### config.mk
export PLATFORM = sky130hd
export DESIGN_NAME = mips_mc_ctrl_flat
export DESIGN_NICKNAME = d
export VERILOG_FILES = /design/src/rtl/mips_mc_ctrl_pkg.sv /design/src/rtl/mips_mc_ctrl_if.sv /design/src/rtl/mips_mc_ctrl_alu_funct_dec.sv /design/src/rtl/mips_mc_ctrl.sv /design/src/flat_wrapper.sv
export SDC_FILE = /design/constraint.sdc
export NUM_CORES = 1
export LEC_CHECK = 0
export CELL_PAD_IN_SITES_DETAIL_PLACEMENT = 1
export CELL_PAD_IN_SITES_GLOBAL_PLACEMENT = 1
export CORE_MARGIN = 10
export CORE_UTILIZATION = 30
export CTS_CLUSTER_SIZE = 14
export DETAILED_ROUTE_END_ITERATION = 8
export GPL_ROUTABILITY_DRIVEN = 1
export GPL_TIMING_DRIVEN = 0
export PLACE_DENSITY_LB_ADDON = 0.1
export SLEW_MARGIN = 20
export SYNTH_ARGS = -nofsm -noshare
export SYNTH_HDL_FRONTEND = slang
export SYNTH_SLANG_ARGS = --single-unit
export TNS_END_PERCENT = 20
### constraint.sdc
create_clock -name CLK -period 3.48 [get_ports CLK]
set_input_delay 0.696 -clock CLK [delete_from_list [all_inputs] [get_ports CLK]]
set_output_delay 0.696 -clock CLK [all_outputs]
set_load 0.02 [all_outputs]
### src/rtl/mips_mc_ctrl_pkg.sv
// Shared definitions for the MIPS control units: opcodes, funct codes,
// ALU operation codes, FSM state encoding and the control-word struct.
package mips_ctrl_pkg;

  // Opcodes (IR[31:26])
  localparam logic [5:0] OP_RTYPE = 6'h00;
  localparam logic [5:0] OP_J     = 6'h02;
  localparam logic [5:0] OP_JAL   = 6'h03;
  localparam logic [5:0] OP_BEQ   = 6'h04;
  localparam logic [5:0] OP_BNE   = 6'h05;
  localparam logic [5:0] OP_ADDI  = 6'h08;
  localparam logic [5:0] OP_SLTI  = 6'h0A;
  localparam logic [5:0] OP_SLTIU = 6'h0B;
  localparam logic [5:0] OP_ANDI  = 6'h0C;
  localparam logic [5:0] OP_ORI   = 6'h0D;
  localparam logic [5:0] OP_LUI   = 6'h0F;
  localparam logic [5:0] OP_LW    = 6'h23;
  localparam logic [5:0] OP_SW    = 6'h2B;

  // Funct codes (IR[5:0]) for R-type; F_MULT is treated as a three-operand
  // multiply writing rd, the only multiply this datapath supports.
  localparam logic [5:0] F_SLL  = 6'h00;
  localparam logic [5:0] F_SRL  = 6'h02;
  localparam logic [5:0] F_JR   = 6'h08;
  localparam logic [5:0] F_MULT = 6'h18;
  localparam logic [5:0] F_ADD  = 6'h20;
  localparam logic [5:0] F_ADDU = 6'h21;
  localparam logic [5:0] F_SUB  = 6'h22;
  localparam logic [5:0] F_SUBU = 6'h23;
  localparam logic [5:0] F_AND  = 6'h24;
  localparam logic [5:0] F_OR   = 6'h25;
  localparam logic [5:0] F_NOR  = 6'h27;
  localparam logic [5:0] F_SLT  = 6'h2A;
  localparam logic [5:0] F_SLTU = 6'h2B;

  // ALU operation codes
  localparam logic [3:0] ALU_ADD  = 4'h0;
  localparam logic [3:0] ALU_AND  = 4'h1;
  localparam logic [3:0] ALU_OR   = 4'h2;
  localparam logic [3:0] ALU_NOR  = 4'h3;
  localparam logic [3:0] ALU_SLT  = 4'h4;
  localparam logic [3:0] ALU_SLL  = 4'h5;
  localparam logic [3:0] ALU_SRL  = 4'h6;
  localparam logic [3:0] ALU_SUB  = 4'h7;
  localparam logic [3:0] ALU_MUL  = 4'h8;
  localparam logic [3:0] ALU_LUI  = 4'h9;
  localparam logic [3:0] ALU_SLTU = 4'hA;

  // ALU B operand select
  localparam logic [1:0] SRCB_REG    = 2'b00;
  localparam logic [1:0] SRCB_FOUR   = 2'b01;
  localparam logic [1:0] SRCB_IMM    = 2'b10;
  localparam logic [1:0] SRCB_IMM_SH = 2'b11;

  typedef enum logic [2:0] {
    S_FETCH  = 3'd0,
    S_DECODE = 3'd1,
    S_EXEC   = 3'd2,
    S_MEM    = 3'd3,
    S_WB     = 3'd4
  } state_t;

  typedef enum logic [3:0] {
    C_RTYPE, C_JR, C_IALU, C_LW, C_SW, C_BEQ, C_BNE, C_J, C_JAL, C_ILLEGAL
  } iclass_t;

  // One control word per cycle; all-zero is the idle/no-write word.
  typedef struct packed {
    logic       pc_write;
    logic       branch_eq;
    logic       branch_neq;
    logic       i_or_d;
    logic       mem_write;
    logic       ir_write;
    logic       reg_dst;
    logic       mem_to_reg;
    logic       reg_write;
    logic       alu_src_a;
    logic       pc_src;
    logic       jen;
    logic       jal;
    logic       sign_zero;
    logic       mem_req;
    logic [1:0] alu_src_b;
    logic [3:0] alu;
    logic       done;
    logic       illegal;
  } ctrl_t;

endpackage

### src/rtl/mips_mc_ctrl_if.sv
// Controller-to-datapath bundle. The controller is the slave side: it
// receives the IR fields and memory status and drives every strobe.
//
// Memory handshake: MemReq is held high for the whole access; the access
// completes in the cycle MemReady=1 is seen together with MemReq=1. Any
// state change caused by the access happens on the following clock edge.
interface mips_mc_ctrl_if #(
  parameter int ALU_CTRL_W = 4
);
  logic [5:0]            Op;
  logic [5:0]            Funct;
  logic                  MemReady;
  logic                  PCWrite;
  logic                  BranchEq;
  logic                  BranchNeq;
  logic                  IorD;
  logic                  MemWrite;
  logic                  IRWrite;
  logic                  RegDst;
  logic                  MemtoReg;
  logic                  RegWrite;
  logic                  ALUSrcA;
  logic                  PCSrc;
  logic                  Jen;
  logic                  Jal;
  logic                  SignZero;
  logic                  MemReq;
  logic [1:0]            ALUSrcB;
  logic [ALU_CTRL_W-1:0] ALUControl;
  logic [2:0]            State;
  logic                  InstrDone;
  logic                  IllegalOp;

  modport master (
    output Op, Funct, MemReady,
    input  PCWrite, BranchEq, BranchNeq, IorD, MemWrite, IRWrite,
    input  RegDst, MemtoReg, RegWrite, ALUSrcA, PCSrc, Jen, Jal, SignZero,
    input  MemReq, ALUSrcB, ALUControl, State, InstrDone, IllegalOp
  );

  modport slave (
    input  Op, Funct, MemReady,
    output PCWrite, BranchEq, BranchNeq, IorD, MemWrite, IRWrite,
    output RegDst, MemtoReg, RegWrite, ALUSrcA, PCSrc, Jen, Jal, SignZero,
    output MemReq, ALUSrcB, ALUControl, State, InstrDone, IllegalOp
  );
endinterface

### src/rtl/mips_mc_ctrl_alu_funct_dec.sv
// R-type funct to ALU operation decode. Purely combinational so the
// pipelined core can reuse it in its decode stage. jr is not an ALU
// function and is reported as not legal here; callers handle it.
module alu_funct_dec
  import mips_ctrl_pkg::*;
(
  input  logic [5:0] funct,
  output logic [3:0] alu_op,
  output logic       legal
);

  // Table lookup of the ALU operation and its legality.
  always_comb begin
    alu_op = ALU_ADD;
    legal  = 1'b1;
    case (funct)
      F_ADD, F_ADDU: alu_op = ALU_ADD;
      F_SUB, F_SUBU: alu_op = ALU_SUB;
      F_AND:         alu_op = ALU_AND;
      F_OR:          alu_op = ALU_OR;
      F_NOR:         alu_op = ALU_NOR;
      F_SLT:         alu_op = ALU_SLT;
      F_SLTU:        alu_op = ALU_SLTU;
      F_SLL:         alu_op = ALU_SLL;
      F_SRL:         alu_op = ALU_SRL;
      F_MULT:        alu_op = ALU_MUL;
      default:       legal  = 1'b0;
    endcase
  end

endmodule

### src/rtl/mips_mc_ctrl.sv
// Multicycle MIPS control unit: fetch/decode/execute/memory/writeback FSM
// with memory wait states, illegal-instruction detection and a
// per-instruction completion pulse. Outputs are Moore/Mealy combinational
// from the state, the IR fields and MemReady.
module mips_mc_ctrl
  import mips_ctrl_pkg::*;
#(
  parameter int ALU_CTRL_W    = 4,
  parameter int MEM_HANDSHAKE = 1
) (
  input logic           CLK,
  input logic           CLR,
  mips_mc_ctrl_if.slave bus
);

  if (ALU_CTRL_W < 4) begin : g_bad_width
    $error("ALU_CTRL_W must be at least 4");
  end

  state_t     state;
  state_t     state_next;
  iclass_t    iclass;
  ctrl_t      ctrl;
  ctrl_t      ctrl_out;
  logic [3:0] funct_alu;
  logic       funct_legal;
  logic [3:0] imm_alu;
  logic       zero_ext;
  logic       ready;

  alu_funct_dec u_funct_dec (
    .funct  (bus.Funct),
    .alu_op (funct_alu),
    .legal  (funct_legal)
  );

  // With the handshake disabled every memory access completes at once.
  assign ready = (MEM_HANDSHAKE == 0) ? 1'b1 : bus.MemReady;

  // Classify the instruction held in the IR.
  always_comb begin
    iclass   = C_ILLEGAL;
    imm_alu  = ALU_ADD;
    zero_ext = 1'b0;
    case (bus.Op)
      OP_RTYPE: begin
        if (bus.Funct == F_JR) iclass = C_JR;
        else if (funct_legal)  iclass = C_RTYPE;
      end
      OP_J:     iclass = C_J;
      OP_JAL:   iclass = C_JAL;
      OP_BEQ:   iclass = C_BEQ;
      OP_BNE:   iclass = C_BNE;
      OP_LW:    iclass = C_LW;
      OP_SW:    iclass = C_SW;
      OP_ADDI:  begin iclass = C_IALU; imm_alu = ALU_ADD;  end
      OP_SLTI:  begin iclass = C_IALU; imm_alu = ALU_SLT;  end
      OP_SLTIU: begin iclass = C_IALU; imm_alu = ALU_SLTU; end
      OP_ANDI:  begin iclass = C_IALU; imm_alu = ALU_AND; zero_ext = 1'b1; end
      OP_ORI:   begin iclass = C_IALU; imm_alu = ALU_OR;  zero_ext = 1'b1; end
      OP_LUI:   begin iclass = C_IALU; imm_alu = ALU_LUI;  end
      default:  iclass = C_ILLEGAL;
    endcase
  end

  // State register; CLR returns to FETCH and abandons any instruction.
  always_ff @(posedge CLK) begin
    if (CLR) state <= S_FETCH;
    else     state <= state_next;
  end

  // Next-state and control-word decode.
  always_comb begin
    ctrl       = '0;
    state_next = state;
    case (state)
      S_FETCH: begin
        ctrl.mem_req   = 1'b1;
        ctrl.alu_src_b = SRCB_FOUR;
        ctrl.alu       = ALU_ADD;
        if (ready) begin
          ctrl.ir_write = 1'b1;
          ctrl.pc_write = 1'b1;
          state_next    = S_DECODE;
        end
      end
      S_DECODE: begin
        // Branch target is precomputed here for every instruction.
        ctrl.alu_src_b = SRCB_IMM_SH;
        ctrl.alu       = ALU_ADD;
        case (iclass)
          C_J: begin
            ctrl.jen      = 1'b1;
            ctrl.pc_write = 1'b1;
            ctrl.done     = 1'b1;
            state_next    = S_FETCH;
          end
          C_JAL: begin
            ctrl.jen       = 1'b1;
            ctrl.jal       = 1'b1;
            ctrl.pc_write  = 1'b1;
            ctrl.reg_write = 1'b1;
            ctrl.done      = 1'b1;
            state_next     = S_FETCH;
          end
          C_ILLEGAL: begin
            ctrl.illegal = 1'b1;
            ctrl.done    = 1'b1;
            state_next   = S_FETCH;
          end
          default: state_next = S_EXEC;
        endcase
      end
      S_EXEC: begin
        ctrl.alu_src_a = 1'b1;
        case (iclass)
          C_RTYPE: begin
            ctrl.alu_src_b = SRCB_REG;
            ctrl.alu       = funct_alu;
            state_next     = S_WB;
          end
          C_IALU: begin
            ctrl.alu_src_b = SRCB_IMM;
            ctrl.alu       = imm_alu;
            ctrl.sign_zero = zero_ext;
            state_next     = S_WB;
          end
          C_LW, C_SW: begin
            ctrl.alu_src_b = SRCB_IMM;
            ctrl.alu       = ALU_ADD;
            state_next     = S_MEM;
          end
          C_BEQ, C_BNE: begin
            ctrl.alu_src_b  = SRCB_REG;
            ctrl.alu        = ALU_SUB;
            ctrl.pc_src     = 1'b1;
            ctrl.branch_eq  = (iclass == C_BEQ);
            ctrl.branch_neq = (iclass == C_BNE);
            ctrl.done       = 1'b1;
            state_next      = S_FETCH;
          end
          C_JR: begin
            // rt is $0 in a jr encoding, so A + B passes rs through.
            ctrl.alu_src_b = SRCB_REG;
            ctrl.alu       = ALU_ADD;
            ctrl.pc_write  = 1'b1;
            ctrl.done      = 1'b1;
            state_next     = S_FETCH;
          end
          default: begin
            // IR changed under us; drop back to fetch with no writes.
            ctrl.alu_src_a = 1'b0;
            state_next     = S_FETCH;
          end
        endcase
      end
      S_MEM: begin
        ctrl.mem_req   = 1'b1;
        ctrl.i_or_d    = 1'b1;
        ctrl.mem_write = (iclass == C_SW);
        if (ready) begin
          if (iclass == C_LW) begin
            state_next = S_WB;
          end else begin
            ctrl.done  = 1'b1;
            state_next = S_FETCH;
          end
        end
      end
      S_WB: begin
        ctrl.reg_write  = 1'b1;
        ctrl.reg_dst    = (iclass == C_RTYPE);
        ctrl.mem_to_reg = (iclass == C_LW);
        ctrl.done       = 1'b1;
        state_next      = S_FETCH;
      end
      default: state_next = S_FETCH;
    endcase
  end

  // Reset silences every output immediately, not just after the edge.
  assign ctrl_out = CLR ? '0 : ctrl;

  assign bus.PCWrite    = ctrl_out.pc_write;
  assign bus.BranchEq   = ctrl_out.branch_eq;
  assign bus.BranchNeq  = ctrl_out.branch_neq;
  assign bus.IorD       = ctrl_out.i_or_d;
  assign bus.MemWrite   = ctrl_out.mem_write;
  assign bus.IRWrite    = ctrl_out.ir_write;
  assign bus.RegDst     = ctrl_out.reg_dst;
  assign bus.MemtoReg   = ctrl_out.mem_to_reg;
  assign bus.RegWrite   = ctrl_out.reg_write;
  assign bus.ALUSrcA    = ctrl_out.alu_src_a;
  assign bus.PCSrc      = ctrl_out.pc_src;
  assign bus.Jen        = ctrl_out.jen;
  assign bus.Jal        = ctrl_out.jal;
  assign bus.SignZero   = ctrl_out.sign_zero;
  assign bus.MemReq     = ctrl_out.mem_req;
  assign bus.ALUSrcB    = ctrl_out.alu_src_b;
  assign bus.ALUControl = ALU_CTRL_W'(ctrl_out.alu);
  assign bus.InstrDone  = ctrl_out.done;
  assign bus.IllegalOp  = ctrl_out.illegal;
  assign bus.State      = CLR ? 3'd0 : state;

endmodule

### src/flat_wrapper.sv
// flat-port wrapper written by rule: the top's interface ports become plain ports
module mips_mc_ctrl_flat import mips_ctrl_pkg::*;
#(
  parameter int ALU_CTRL_W    = 4,
  parameter int MEM_HANDSHAKE = 1
)
  (CLK, CLR, bus_Op, bus_Funct, bus_MemReady, bus_PCWrite, bus_BranchEq, bus_BranchNeq, bus_IorD, bus_MemWrite, bus_IRWrite, bus_RegDst, bus_MemtoReg, bus_RegWrite, bus_ALUSrcA, bus_PCSrc, bus_Jen, bus_Jal, bus_SignZero, bus_MemReq, bus_ALUSrcB, bus_ALUControl, bus_State, bus_InstrDone, bus_IllegalOp);
  mips_mc_ctrl_if #(.ALU_CTRL_W(ALU_CTRL_W)) bus_i ();
  input logic CLK;
  input logic CLR;
  input wire logic [$bits(bus_i.Op)-1:0] bus_Op;
  input wire logic [$bits(bus_i.Funct)-1:0] bus_Funct;
  input wire logic [$bits(bus_i.MemReady)-1:0] bus_MemReady;
  output wire logic [$bits(bus_i.PCWrite)-1:0] bus_PCWrite;
  output wire logic [$bits(bus_i.BranchEq)-1:0] bus_BranchEq;
  output wire logic [$bits(bus_i.BranchNeq)-1:0] bus_BranchNeq;
  output wire logic [$bits(bus_i.IorD)-1:0] bus_IorD;
  output wire logic [$bits(bus_i.MemWrite)-1:0] bus_MemWrite;
  output wire logic [$bits(bus_i.IRWrite)-1:0] bus_IRWrite;
  output wire logic [$bits(bus_i.RegDst)-1:0] bus_RegDst;
  output wire logic [$bits(bus_i.MemtoReg)-1:0] bus_MemtoReg;
  output wire logic [$bits(bus_i.RegWrite)-1:0] bus_RegWrite;
  output wire logic [$bits(bus_i.ALUSrcA)-1:0] bus_ALUSrcA;
  output wire logic [$bits(bus_i.PCSrc)-1:0] bus_PCSrc;
  output wire logic [$bits(bus_i.Jen)-1:0] bus_Jen;
  output wire logic [$bits(bus_i.Jal)-1:0] bus_Jal;
  output wire logic [$bits(bus_i.SignZero)-1:0] bus_SignZero;
  output wire logic [$bits(bus_i.MemReq)-1:0] bus_MemReq;
  output wire logic [$bits(bus_i.ALUSrcB)-1:0] bus_ALUSrcB;
  output wire logic [$bits(bus_i.ALUControl)-1:0] bus_ALUControl;
  output wire logic [$bits(bus_i.State)-1:0] bus_State;
  output wire logic [$bits(bus_i.InstrDone)-1:0] bus_InstrDone;
  output wire logic [$bits(bus_i.IllegalOp)-1:0] bus_IllegalOp;
  assign bus_i.Op = bus_Op;
  assign bus_i.Funct = bus_Funct;
  assign bus_i.MemReady = bus_MemReady;
  assign bus_PCWrite = bus_i.PCWrite;
  assign bus_BranchEq = bus_i.BranchEq;
  assign bus_BranchNeq = bus_i.BranchNeq;
  assign bus_IorD = bus_i.IorD;
  assign bus_MemWrite = bus_i.MemWrite;
  assign bus_IRWrite = bus_i.IRWrite;
  assign bus_RegDst = bus_i.RegDst;
  assign bus_MemtoReg = bus_i.MemtoReg;
  assign bus_RegWrite = bus_i.RegWrite;
  assign bus_ALUSrcA = bus_i.ALUSrcA;
  assign bus_PCSrc = bus_i.PCSrc;
  assign bus_Jen = bus_i.Jen;
  assign bus_Jal = bus_i.Jal;
  assign bus_SignZero = bus_i.SignZero;
  assign bus_MemReq = bus_i.MemReq;
  assign bus_ALUSrcB = bus_i.ALUSrcB;
  assign bus_ALUControl = bus_i.ALUControl;
  assign bus_State = bus_i.State;
  assign bus_InstrDone = bus_i.InstrDone;
  assign bus_IllegalOp = bus_i.IllegalOp;
  mips_mc_ctrl #(.ALU_CTRL_W(ALU_CTRL_W), .MEM_HANDSHAKE(MEM_HANDSHAKE)) u_core (.CLK(CLK), .CLR(CLR), .bus(bus_i));
endmodule
==> summary.md <==
The final setup violation count was 0; the worst-case reg-to-reg path depth was 5. Traced cell by cell, the critical path runs through dlygate4sd2_1 -> nor4_4 -> nand2_2 -> nor4b_4 -> o31ai_2 -> or3b_1 -> a311oi_2 -> buf_2. The number of clock buffers added by TritonCTS is 3. The remaining number of nets flagged by the antenna check after routing is 0, and the via count of the first global-routing pass is 1428.

The clock net in this run drives a total of 3 sinks. For this run, the top clock speed supported by timing is 293 MHz. For the final number of hold-violating endpoints, the log shows 0. The detailed router placed 1449 vias in this run. The tools report the count of synthesis-stage warnings from yosys as 0.

IR analysis of the VDD net gives a maximum drop of 0.0349 mV. The instance count along the most critical hold path came out at 2. The run gives 0 as the number of antenna repair diodes.

The tools report the count of distinct cell types in the synthesized netlist as 51. The detailed router finished its first iteration with 55 violations. Dividing total power by cell area gives a power density of 149 nW/um^2. The post-route total power was 0.000235 W. In this run the horizontal extent of the chip is 79.1 um. Counting every net in the synthesized netlist gives 177. The path class of the tightest hold or removal check is flop to flop. In the final layout, the registers with the most flip-flops are u_core.state: 3 flops.

Using the TritonRoute via totals, the vias-per-cell ratio works out to 5.75. The run gives 0 as the residual DRC count. The share of the yosys chip area belonging to registers came out at 5.73%. Summed over all nets, the half-perimeter wirelength after detailed placement is 3.51 mm. The fraction of power spent switching nets is 44.3%, and the initial core utilization is 31.2%.

Path type of the worst setup path: input port to output pin. On the final layout, the worst clock skew is 3.16 ps. The floorplan has 21 rows.

Subtracting the final worst setup slack from the clock period gives 3420 ps. The share of cells above drive strength 1 came out at 22.8%. For the quantity of hold-fixing buffers added after cts, the log shows 0. The die covers 6260 sq um.

The number of buffer and inverter stages on the critical path was 2. The fraction of synthesized cell area taken by the top area cell type is 6.56%. Kind of start point of the critical path: an input port. The maximum fanout encountered on the critical timing path was 4. Yosys attributes the largest share of cell area to sky130_fd_sc_hd__nor2b_1 6.6%, sky130_fd_sc_hd__nor2_1 6.4%, sky130_fd_sc_hd__dfxtp_1 5.7%, sky130_fd_sc_hd__nand2_1 5.0%, sky130_fd_sc_hd__nor3_1 4.3%. The final cycle utilization of the critical path works out to 98.2%. Counting flops with an async set or reset pin after synthesis yields a share of 0%. The die is 79.1 um tall. The tool flagged a number of max-cap violations equal to 0. Setup repair after global routing could not meet its margin everywhere. The transition at the pin with the smallest max-transition slack is 484 ps. The detailed-router iteration count before antenna repair came out at 4. The clock root buffer was sky130_fd_sc_hd__clkbuf_4.

The run gives 3360 sq um as the standard cell core area. The number of flip-flops under the largest register name is 3. After clock tree synthesis, the clock-pin slew on the worst setup and hold paths is 40 ps. The delay of the slowest critical-path stage is 400 ps. The portion of total power attributed to the clock network is 27.6%. TritonCTS built the clock tree. Counting tap cells, the placed design contains a total of 244 instances. The tools report the required time of the critical path as 2780 ps.

The number of synthesized register bits was 3; the reported net switching power was 0.000104 W. STA puts the critical path data arrival time at 2720 ps. The maximum clock path buffer count was 2; the remaining global-route overflow was 0. During placement, the flow inserted port buffers numbering 36.

The tightest hold margin was 743 ps. STA classifies the critical path endpoint as an output pin. The tools report the final instance count without filler cells as 252. The run finished with clean final reports. Counting flops with a built-in enable in the synthesized netlist gives 0. Slowest stage cell on the critical path: sky130_fd_sc_hd__or3b_1. Register with the most flip-flops: u_core.state. Dividing the detail-routed wire length by the instance count gives 17.9 um.

The family with the most delay on the worst path was simple AND/OR/NAND/NOR gates. Prior to clock tree synthesis, the placed netlist has a worst setup slack of -858 ps. Summed over all layers, the routed wires come to 4.51 mm. Cell count after synthesis: 162. Number of levels in the clock H-tree: 1.

The post-synthesis average cell area came out at 6.47 sq um. The cell accounting for the most synthesized area was sky130_fd_sc_hd__nor2b_1. Path length in cells of the critical path: 8. The run gives 240 ps as the latest clock arrival within the worst-skew pair. The power share of the sequential group came out at 16.0%. During I/O placement, the number of pins put on the boundary was 41.

In this run the tightest slew margin relative to its limit is 67.7%. The logs give 222 for the final net count and 0.614 nW for the static leakage power. The global router's overall resource usage came out at 13.5%.

For the total negative slack for setup checks, the log shows 0 ps. The run gives 0 as the initial antenna violation count. The max-slew violation count is 0, and the global placer's final weighted congestion is 0.898. The cell area that synthesis handed to floorplanning was 1050 sq um. Compared with the post-synthesis result, the final layout area differs by 50.1%. Cell internal power was estimated by the tool at 0.000131 W. The logs give 11 for the largest net degree at the start of global routing and 2010 ps for the setup slack on the worst flop-to-flop path.

The most used flip-flop cell after synthesis was sky130_fd_sc_hd__dfxtp_1. The first global-routing pass estimated 7.18 mm of wire. The proportion of power drawn by combinational gates is 56.5%, and the setup slack of the critical path after layout is 63.9 ps.
-- synthesized netlist by cell type (all sizes together) (3+ instances only) --
master  instances
nor2           18
nand2          15
nor2b          11
buf             9
nor3            9
o21ai           9
a21oi           8
nand3           8
and3            7
nor4            6
clkbuf          5
inv             5
nor4b           4
dfxtp           3
nand2b          3
o32ai           3
or2             3
xnor2           3
-- kinds of logic (layout without fill, tap and decap cells) --
| group | count (synthesis) | in the layout | share of synthesized area (%) |
|---|---|---|---|
| buffers and inverters | 19 | 63 | 8.47 |
| xor gates and xnor gates | 4 | 4 | 3.34 |
| and+or+nand+nor | 92 | 92 | 50.7 |
| muxes | 1 | 1 | 0.955 |
| DFF | 3 | 3 | 5.73 |
| AOI/OAI and AO/OA | 43 | 43 | 30.8 |
-- path summary, 6_finish.rpt --
| kind | start | to |
|---|---|---|
| setup reg to reg | u_core.state[2] | u_core.state[0] |
| hold reg to reg | u_core.state[1] | u_core.state[0] |
| setup / recovery | bus_Op[4] | bus_InstrDone |
| hold / removal | u_core.state[1] | u_core.state[0] |
-- metal layers --
metal	up-vias	track usage, %	part of all wire, %
met2	29	23.4	49
met3	2	2.48	4.1
met1	719	16.7	46
met5	-	0	0
met4	0	3.41	0.42
li1	699	-	-
-- tightest hold or removal path, stage by stage (launching register included) --
cell and delay (ps):
sky130_fd_sc_hd__dfxtp_1 350, sky130_fd_sc_hd__nand2b_1 160, sky130_fd_sc_hd__o221a_2 200
-- power by group through the flow --
stage | registers [W] | logic, W | clock network, W
2_1_floorplan | 0.0000372 | 0.0000757 | 0
3_3_place_gp | 0.0000378 | 0.000122 | 0
3_5_place_dp | 0.0000380 | 0.000125 | 0
4_1_cts | 0.0000374 | 0.000132 | 0.0000683
5_1_grt | 0.0000377 | 0.000143 | 0.0000683
6_report | 0.0000375 | 0.000133 | 0.0000648
-- cell usage in the layout (no fill, tap or decap), types with 4 or more instances in the layout --
cell                              instances
sky130_fd_sc_hd__nor3_1                   9
sky130_fd_sc_hd__nor2_1                  16
sky130_fd_sc_hd__nand2_1                 14
sky130_fd_sc_hd__and3_1                   7
sky130_fd_sc_hd__clkbuf_1                 5
sky130_fd_sc_hd__dlygate4sd2_1            7
sky130_fd_sc_hd__o21ai_0                  8
sky130_fd_sc_hd__clkbuf_4                 4
sky130_fd_sc_hd__clkdlybuf4s50_1         18
sky130_fd_sc_hd__nor2b_1                 10
sky130_fd_sc_hd__buf_2                   10
sky130_fd_sc_hd__nand3_1                  7
sky130_fd_sc_hd__inv_1                    5
sky130_fd_sc_hd__a21oi_1                  8
sky130_fd_sc_hd__buf_4                    5
-- through the flow --
stage / cell area (sq um) / utilization [%]
final: 1570 / 46.8
after global routing: 1570 / 46.8
after CTS: 1570 / 46.7
after detailed placement: 1470 / 43.6
after global placement: 1470 / 43.6
after floorplan: 1050 / -
-- area by class of cell --
type                            count  area (sq um)
Buffer                             14          82.6
Clock buffer                        4          26.3
Fill cell                         463          1790
Inverter                            5          18.8
Multi-Input combinational cell    140           976
Sequential cell                     3          60.1
Tap cell                           46          57.6
Timing Repair Buffer               40           353
-- repair_timing --
action,in CTS,in global routing
pin swaps,6,3
gates resized for setup,51,11
setup endpoints to repair,17,10
setup buffers,3,1
(Power assumes the default switching activity.)
